==> config.mk <==
export PLATFORM = sky130hd
export DESIGN_NAME = midi_voice_allocator
export DESIGN_NICKNAME = d
export VERILOG_FILES = /design/src/rtl/midi_voice_allocator.sv
export SDC_FILE = /design/constraint.sdc
export NUM_CORES = 1
export LEC_CHECK = 0
export CAP_MARGIN = 10
export CORE_ASPECT_RATIO = 1.75
export CORE_UTILIZATION = 53
export DETAILED_ROUTE_END_ITERATION = 10
export HOLD_SLACK_MARGIN = 0.02
export PLACE_DENSITY_LB_ADDON = 0.1
export SLEW_MARGIN = 10
export SYNTH_ARGS = -nofsm -noshare
export SYNTH_HDL_FRONTEND = slang
export SYNTH_SLANG_ARGS = --single-unit
export TNS_END_PERCENT = 100
==> constraint.sdc <==
create_clock -name CLOCK_50 -period 5 [get_ports CLOCK_50]
set_input_delay 0.75 -clock CLOCK_50 [delete_from_list [all_inputs] [get_ports CLOCK_50]]
set_output_delay 0.75 -clock CLOCK_50 [all_outputs]
set_load 0.01 [all_outputs]
==> src/rtl/midi_voice_allocator.sv <==
// MIDI Note On/Off parser with running status, driving a fixed voice pool with LRU stealing.
// Optional MIDI_CHANNEL_FILTER_EN: accept note messages only on CHANNEL (otherwise omni).
module midi_voice_allocator #(
    parameter int         VOICES  = 4,
    parameter logic [3:0] CHANNEL = 4'd0,
    localparam int        VW      = $clog2(VOICES)
) (
    input  logic                  CLOCK_50,
    input  logic                  RESET,
    input  logic                  isByteAvailable,
    input  logic [7:0]            byteValue,
    output logic [VOICES-1:0]     voiceGate,
    output logic [7*VOICES-1:0]   voiceNote,
    output logic [7*VOICES-1:0]   voiceVelocity,
    output logic                  noteEvent,
    output logic [VW-1:0]         eventVoice
);

`ifdef MIDI_CHANNEL_FILTER_EN
    localparam bit FILTER_EN = 1'b1;
`else
    localparam bit FILTER_EN = 1'b0;
`endif

    typedef enum logic [1:0] {ST_IDLE, ST_DATA1, ST_DATA2} state_t;

    state_t         state_q, state_d;
    logic           run_on_q, run_on_d;
    logic [6:0]     data1_q, data1_d;

    logic [VOICES-1:0] gate_q, gate_d;
    logic [6:0]        note_q [VOICES];
    logic [6:0]        note_d [VOICES];
    logic [6:0]        vel_q  [VOICES];
    logic [6:0]        vel_d  [VOICES];
    logic [VW-1:0]     rank_q [VOICES];
    logic [VW-1:0]     rank_d [VOICES];
    logic              note_event_q, note_event_d;
    logic [VW-1:0]     event_voice_q, event_voice_d;

    logic          is_realtime, is_note_status, chan_ok;
    logic          msg_done, msg_on;
    logic [6:0]    msg_note, msg_vel;
    logic          hit_found, free_found;
    logic [VW-1:0] hit_idx, free_idx, steal_idx, sel_idx, off_idx;
    logic [VOICES-1:0] off_mask;

    assign is_realtime    = (byteValue[7:3] == 5'b11111);
    assign is_note_status = (byteValue[7:5] == 3'b100);
    assign chan_ok        = !FILTER_EN || (byteValue[3:0] == CHANNEL);

    // Parser state register
    always_ff @(posedge CLOCK_50 or posedge RESET) begin
        if (RESET) begin
            state_q  <= ST_IDLE;
            run_on_q <= 1'b0;
            data1_q  <= 7'd0;
        end else begin
            state_q  <= state_d;
            run_on_q <= run_on_d;
            data1_q  <= data1_d;
        end
    end

    // Parser next state; realtime bytes leave everything untouched
    always_comb begin
        state_d  = state_q;
        run_on_d = run_on_q;
        data1_d  = data1_q;
        if (isByteAvailable) begin
            if (byteValue[7]) begin
                if (!is_realtime) begin
                    if (is_note_status && chan_ok) begin
                        run_on_d = byteValue[4];
                        state_d  = ST_DATA1;
                    end else begin
                        run_on_d = 1'b0;
                        state_d  = ST_IDLE;
                    end
                end
            end else begin
                case (state_q)
                    ST_DATA1: begin
                        data1_d = byteValue[6:0];
                        state_d = ST_DATA2;
                    end
                    ST_DATA2: state_d = ST_DATA1;
                    default:  state_d = state_q;
                endcase
            end
        end
    end

    // Parser outputs: a completed message and its decoded meaning
    always_comb begin
        msg_done = isByteAvailable && !byteValue[7] && (state_q == ST_DATA2);
        msg_on   = run_on_q && (byteValue[6:0] != 7'd0);
        msg_note = data1_q;
        msg_vel  = byteValue[6:0];
    end

    always_comb begin
        gate_d        = gate_q;
        note_d        = note_q;
        vel_d         = vel_q;
        rank_d        = rank_q;
        note_event_d  = 1'b0;
        event_voice_d = event_voice_q;
        hit_found     = 1'b0;
        free_found    = 1'b0;
        hit_idx       = '0;
        free_idx      = '0;
        steal_idx     = '0;
        off_idx       = '0;
        off_mask      = '0;
        sel_idx       = '0;
        // Descending scan so the lowest matching index wins
        for (int v = VOICES - 1; v >= 0; v--) begin
            if (gate_q[v] && note_q[v] == msg_note) begin
                hit_found = 1'b1;
                hit_idx   = VW'(v);
                off_idx   = VW'(v);
                off_mask[v] = 1'b1;
            end
            if (!gate_q[v]) begin
                free_found = 1'b1;
                free_idx   = VW'(v);
            end
            if (rank_q[v] == VW'(VOICES - 1))
                steal_idx = VW'(v);
        end
        if (msg_done) begin
            if (msg_on) begin
                sel_idx = hit_found ? hit_idx : (free_found ? free_idx : steal_idx);
                gate_d[sel_idx] = 1'b1;
                note_d[sel_idx] = msg_note;
                vel_d[sel_idx]  = msg_vel;
                for (int u = 0; u < VOICES; u++) begin
                    if (rank_q[u] < rank_q[sel_idx])
                        rank_d[u] = rank_q[u] + VW'(1);
                end
                rank_d[sel_idx] = '0;
                note_event_d    = 1'b1;
                event_voice_d   = sel_idx;
            end else if (off_mask != '0) begin
                gate_d        = gate_q & ~off_mask;
                note_event_d  = 1'b1;
                event_voice_d = off_idx;
            end
        end
    end

    // Voice registers
    always_ff @(posedge CLOCK_50 or posedge RESET) begin
        if (RESET) begin
            gate_q        <= '0;
            note_event_q  <= 1'b0;
            event_voice_q <= '0;
            for (int v = 0; v < VOICES; v++) begin
                note_q[v] <= 7'd0;
                vel_q[v]  <= 7'd0;
                rank_q[v] <= VW'(v);
            end
        end else begin
            gate_q        <= gate_d;
            note_event_q  <= note_event_d;
            event_voice_q <= event_voice_d;
            note_q        <= note_d;
            vel_q         <= vel_d;
            rank_q        <= rank_d;
        end
    end

    always_comb begin
        voiceGate     = gate_q;
        noteEvent     = note_event_q;
        eventVoice    = event_voice_q;
        voiceNote     = '0;
        voiceVelocity = '0;
        for (int v = 0; v < VOICES; v++) begin
            voiceNote[7*v +: 7]     = note_q[v];
            voiceVelocity[7*v +: 7] = vel_q[v];
        end
    end

endmodule

; Yosys cells after proc, flatten, opt, wreduce, memory -nomap -nowiden
; Cells that the tools add are included.
[word_totals]
ff_bits = 81
latch_bits = 0
mem_bits_rw = 0
romBits = 0
in_bits = 11
out_inout_bits = 63
word_cells = 130
n_memories = 0
[classes]
add_sub_neg = 4
mul = 0
div_mod_pow = 0
magnitude_cmp = 8
eq_ne = 13
shift = 0
muxes = 60
bitwise_logic = 8
reduce_logical = 19
[op_table]
columns = operator, n
row1 = 2-bit 2-to-1 mux, 33
row2 = 28-bit bitwise mux, 2
row3 = 7-bit == test, 4
row4 = 1-bit 2-to-1 mux, 17
row5 = 7-bit demux with 2-bit select, 1
row6 = "2-bit == test, second input constant", 5
row7 = 1-bit logical AND, 9
row8 = 3-bit AND reduction, 3
row9 = "2-bit by 1-bit adder with 2-bit output, second input constant", 4
row10 = 8-bit bitwise AND, 1
row11 = 2-bit < comparator, 4
row12 = 4-bit 2-to-1 mux, 2
row13 = 8-bit NOT, 1
row14 = 7-bit 2-to-1 mux, 1
row15 = 7-bit nonzero test, 1
row16 = "5-bit == test, second input constant", 1
row17 = 4-bit bitwise AND, 1
row18 = 2-bit binary-select mux with 2-bit select, 1
row19 = 2-bit demux with 2-bit select, 1
row20 = 4-bit NOT, 1
row21 = 4-bit bitwise OR, 1
row22 = 2-bit one-hot mux with 2 select lines, 1
row23 = 2-bit AND reduction, 2
row24 = 4-bit nonzero test, 1
row25 = other kinds (13), 14

; Logic depth before layout (Yosys ltp)
[logic_depth]
depth_word = 16
mapped_depth = 11

; Least setup slack after synthesis
; No wires, ideal clock.
[synth_path]
kind = flip-flop to flip-flop
startpoint = register rank_q[0] (netlist name)
endpoint = register vel_q, in the netlist voiceVelocity[21]
setup_ps = 125
t_arrival_ps = 2506
slack_ps = 2369
stages_incl_launch_ff = 10
cell_sequence = dfstp_2 ha_1 a21oi_1 o32ai_1 o21ai_4 a21oi_4 and3_1 buf_4 buf_6 mux2_2
[synth_between]
elab_chain_len = 13
word_cells_on_any_way = 14
[synth_lines]
columns = item, line
row1 = from (decl), 36  ; logic [VW-1:0] rank_q [VOICES];
row2 = "from (signal, indexed assignment)", 162  ; rank_q[v] <= VW'(v);
row3 = from (signal assigned), 170  ; rank_q <= rank_d;
row4 = 2-bit == test *, 129  ; if (rank_q[v] == VW'(VOICES - 1))
row5 = 2-bit 2-to-1 mux * (4 in a row), 129
row6 = 2-bit 2-to-1 mux * (2 in a row), 134  ; sel_idx = hit_found ? hit_idx : (free_found ? free_idx : steal_idx);
row7 = 2-bit NOT with 3-bit output (implied by the code) *, 137  ; vel_d[sel_idx] = msg_vel;
row8 = 3-bit greater-or-equal comparator (implied by the code) / 3-bit by 1-bit < comparator with 1-bit output (equally long branches), 137
row9 = 1-bit logical AND (implied by the code), 137
row10 = 7-bit 2-to-1 mux (implied by the code), 137
row11 = 7-bit demux with 2-bit select *, 137
row12 = 28-bit bitwise mux *, 137
row13 = to (signal assigned), 169  ; vel_q <= vel_d;
row14 = to (decl), 34  ; logic [6:0] vel_q [VOICES];
; Every way passes the cells marked *; elsewhere a longest branch is shown, timed or not.
; A chain may end at the register's enable or synchronous reset.

; Worst setup path in the final report
[layout_path]
startpoint = register rank_q[0] (netlist name)
endpoint = register vel_q, in the netlist voiceVelocity[23]
; Same word-level chain as after synthesis.

==> flow_metrics.tcl <==
set metrics [dict create \
    yosysTopAreaCell "dfrtp_1" \
    fin_util_pct 68.1 \
    chipWidth_um 69.1 \
    synthArstFlopShare_pct 100 \
    finalSetupTns_ns 0 \
    io_buffers 73 \
    postRouteAntennaNets 0 \
    pwr-share-comb_pct 22.2 \
    syn2layout_area_growth_pct 24.2 \
    worst_pin_slew_ns 0.977 \
    pwr-share-seq_pct 42.3 \
    htree_levels 3 \
    postPlaceCellArea_mm2 0.00488 \
    grt.met1_usage_pct 27.8 \
    grt_pass1_vias 3076 \
    leakage_uw 0.00245 \
    synth_ff_type "dfrtp_1" \
    vias 2961 \
    drv_slew 0 \
    grt_setup_unrepaired "no" \
    place_congestion 0.851 \
    p_int_uw 1320 \
    clkTransAtPathRegs_ns 0.06 \
    p_sw_uw 589 \
    ys_seq_area_share_pct 48.6 \
    timing.final.crit_share_pct 68.9 \
    grt_overflow_total 0 \
    antenna_found_initial 0 \
    drt-wirelength-per-cell_um 19.1 \
    synth_most_common_cell "dfrtp_1" \
    drtIter0Drc 207 \
    drcViolationCount 0 \
    yosysWarnings 0 \
    fin_crit_ns 3.44 \
    insertion_delay_ns 0.34 \
    design_area_mm2 0.00519 \
    row_count 42 \
    grt_use_met2_pct 43.8 \
    skew_ns 0.00643 \
    met3_usage_pct 4.74 \
    final_nets 431 \
    die-area_mm2 0.00826 \
    die_height_um 119 \
    hold_viol_final 0 \
    clkSinkCount 81 \
    start_util_pct 54.8 \
    worst_ep_arrival_time_ns 3.66 \
    power.density_mw_per_mm2 368 \
    clock-root-buffer "clkbuf_16" \
    core_mm2 0.00762 \
    worst_setup_path_start_kind "register" \
    cp_max_fo 18 \
    whs_ns 0.500 \
    grt_max_degree 49 \
    ctsHoldBuffers 0 \
    cts_setup_buffers 0 \
    status "complete, no violations" \
    drive_above_1_share_pct 22.6 \
    cts_resized 0 \
    synthTopCellsByCount "dfrtp_1, mux2_2, nand2_1, xor2_1, nor2_1" \
    setup_viol 0 \
    max_cap_violations 0 \
    ctsLongestPathBuffers 2 \
    worstSetupPathType "reg2reg" \
    yosysTopAreaCellShare_pct 46.1 \
    grt_pass1_wl_um 15700 \
    syn_area_mm2 0.00418 \
    drt-vias-per-instance 5.82 \
    synth-edff-count 0 \
    dr.pass1.iters 4 \
    synth_cells 349 \
    wirelength_um 9740 \
    dp.final_hpwl_um 6800 \
    synthTopCellsByArea "dfrtp_1, mux2_2, xor2_1, nand2_1, dfstp_2" \
    tritoncts "built" \
    synth_seq_cells 81 \
    p_sw_share_pct 30.9 \
    syn-num-nets 364 \
    timing.fmax_mhz 290 \
    hold_path.class "reg2reg" \
    ir_worst_vdd_v 0.000330 \
    synth.distinct_cells 66 \
    worstPathRequired_ns 5.22 \
    cts_buffers 9 \
    ios 74 \
    cp-end-kind "register" \
    track_usage_pct 24.8 \
    slew_headroom_pct 34.6 \
    p_clk_share_pct 35.5 \
    diodes 0 \
    syn_area_per_cell_um2 12.0 \
    busiest_layer "met2" \
]
routing by layer:
metal / up-vias / wire (µm)
met4: 0 / 322
met3: 22 / 411
met1: 1478 / 3740
met2: 84 / 5270
met5: - / 0
li1: 1377 / -
area by class of cell:
type                       instances  area, µm²
fill                             595       2430
sequential                        81       2030
multi-input combinational        237       1940
timing repair buffer              75        746
clock buffer                      14        274
tap                               88        110
inverter                          12       46.3
clock inverter                     2       35.0
logic make-up after synthesis:
| kind of cell | Yosys count | share of synthesized area (%) |
|---|---|---|
| AND/OR/NAND/NOR | 96 | 12.9 |
| adder cells (fa/ha/maj) | 4 | 1.20 |
| XOR/XNOR | 28 | 6.05 |
| AO/OA/AOI/OAI | 50 | 9.88 |
| buffers and inverters | 31 | 4.82 |
| multiplexers | 59 | 16.5 |
| flip-flops | 81 | 48.6 |
critical path: stages, from the launching register on:
cell and delay, ns:
dfstp_2 0.60, ha_1 0.23, a21oi_1 0.09, o32ai_1 0.73, o21ai_4 0.15, a21oi_4 0.27, and3_1 0.82, mux2_2 0.42
metrics by stage:
stage | std cells | setup slack (ns) | total power [µW]
finish | 509 | 1.56 | 1910
global route | 509 | 1.39 | 1990
CTS | 509 | 1.58 | 1920
detailed placement | 493 | 1.30 | 1240
global placement | 493 | 1.31 | 1230
floorplan | 349 | 2.18 | 1150
layout by cell type, fill, tap and decap left out, types with 3 or more instances in the layout:
cell,count
nand2b_1,4
dfstp_2,4
nor3_1,3
mux2_2,45
a22oi_1,3
clkbuf_16,9
mux2_4,7
clkdlybuf4s50_1,73
o21ai_0,7
dfrtp_1,77
nand2_1,37
nand3_1,7
clkbuf_8,3
ha_1,4
xor2_1,25
mux2_1,5
a21oi_1,8
nor2_1,17
o22ai_1,3
and2_1,3
and3_1,3
inv_1,11
final timing paths:
kind	from	end	slack, ns	depth (start not counted)
min in group asynchronous	RESET	voiceVelocity[8]	0.81	2
max reg2reg	rank_q[0]	voiceVelocity[23]	1.56	7
max in group asynchronous	RESET	voiceVelocity[7]	3.17	3
min	voiceVelocity[3]	voiceVelocity[3]	0.50	1
min reg2reg	voiceVelocity[3]	voiceVelocity[3]	0.50	1
max	rank_q[0]	voiceVelocity[23]	1.56	7
state kept, by name, summed over array words and instances (netlist names):
register       flops
voiceNote         28
voiceVelocity     28
rank_q             8
data1_q            7
voiceGate          4
eventVoice         2
state_q            2
noteEvent          1
run_on_q           1
power groups by stage:
stage                     sequential (µW)  clock, µW  combinational, µW
after CTS                             806        687                425
after global placement                817          0                413
after global routing                  816        710                464
after detailed placement              819          0                420
after floorplan                       748          0                399
final                                 807        677                424
Note: power is estimated with default switching activity, not from simulation.
==> RTL change (same flow settings) <==
Change the localparam `FILTER_EN` from 1'b0 to 1'b1.
--- a/src/rtl/midi_voice_allocator.sv
+++ b/src/rtl/midi_voice_allocator.sv
@@ -19,7 +19,7 @@
 `ifdef MIDI_CHANNEL_FILTER_EN
     localparam bit FILTER_EN = 1'b1;
 `else
-    localparam bit FILTER_EN = 1'b0;
+    localparam bit FILTER_EN = 1'b1;
 `endif
 
     typedef enum logic [1:0] {ST_IDLE, ST_DATA1, ST_DATA2} state_t;
Formal check against the unedited RTL: not equivalent (a bounded check fails within 4 cycles, from zero or initial values and one cycle with RESET high).
==> RTL change against the original RTL <==
  * Global-route usage fell by 0.56 points
  * Routed wire length shrank 8.1%
  * Critical path depth did not move
  * Sequential cell count is the same
  * Setup slack better by 0.060 ns
  * Synthesized area decreased by 1.0%
  * Final area is 0.43% lower
Power is not compared: it rests on default switching activity, and its combinational part moved more than twofold at a synthesized area within 25%.
==> RTL change: results (changes against the original RTL) <==
Adder-Cell Fraction of Synth Area=1.21% (+0.012 points); compound-gate portion of the synthesized area=9.47% (-0.41 points); Final #Nets=413 (-4.2%); 1st-iter DRT viols=122 (-41%); M1 WL=3.71 mm (-0.78%); Avg Inst Size Synth=12.6 um2 (+5.3%); clk_skew=0.00615 ns (-0.000280 ns); top cell family by delay on the critical path=simple AND/OR/NAND/NOR gates; vias per cell=5.74 (-1.3%); CP peak stage delay=0.85 ns (+0.03 ns); synthesized net count=343 (-5.8%); met1 Usage GRT=29.7% (+1.8 points); Yosys cell types=52 (-21%); layout cell share with drive strength beyond 1=26.9% (+4.3 points); post-synthesis xor/xnor area fraction=5.93% (-0.12 points); global routing usage on met3=5.65% (+0.91 points); dpl hpwl=6.20 mm (-8.8%); Met3 Wirelength=285 um (-31%); Critical R2R Capture=voiceVelocity[22]; DP Area=4830 um2 (-0.90%); global-route wire length before repair=14.3 mm (-9.2%); RR Startpoint=data1_q[2]; fillcell total=591 (-0.67%); met2 usage=39.6% (-4.2 points); Post-Route WL=8.95 mm (-8.1%); metal2 WL=4.75 mm (-9.9%); synth cell count leaders=77 x dfrtp_1, 59 x mux2_2, 19 x xor2_1; post-synthesis sequential area ratio=49.1% (+0.50 points); multi-input logic area=1890 um2 (-3.0%); outcome=finished, final reports clean; end of the worst hold path=run_on_q; min-delay src=run_on_q; Min Hold Slack=0.503 ns (+0.00325 ns); post-synthesis mux area share=19.8% (+3.3 points); dpl cells=475 (-3.7%); worst-path fanout max=17 (-1); Final Wtd Congestion=0.820 (-3.7%); GR Util All Layers=24.3% (-0.56 points); pin count of the biggest net entering global routing=45 (-8.2%); dpl ws=1.43 ns (+0.135 ns); r2r worst-path depth=7 (unchanged); worst rel slew slack=36.1% (+1.5 points)
-- RTL change: cell count changes in the layout (fill, tap and decap cells not counted), moves of 6 or more --
cell / before / now
a211oi_1: 0 / 6
mux2_2: 45 / 59
nand2_1: 37 / 11
xor2_1: 25 / 19
xnor2_1: 2 / 9
-- RTL change: layout make-up --
class	instances	share of cell area (%)
clock buffer	13	5.23
clock inverter	2	1.16
inverter	14	1.04
multi-input combinational	216	36.5
sequential	81	39.3
tap	88	2.13
timing repair buffer	76	14.6
-- RTL change: worst max-delay path by stage --
| stage | startpoint | to | slack, ns | depth (start not counted) |
|---|---|---|---|---|
| final | data1_q[2] | voiceVelocity[22] | 1.62 | 7 |
| after global routing | data1_q[6] | voiceNote[21] | 1.45 | 7 |
| after CTS | data1_q[2] | voiceNote[21] | 1.63 | 7 |
| after global placement | byteValue[3] | voiceVelocity[17] | 1.51 | 7 |
| after floorplan | RESET | data1_q[0] | 2.18 | 1 |
| after detailed placement | byteValue[3] | voiceVelocity[0] | 1.43 | 9 |
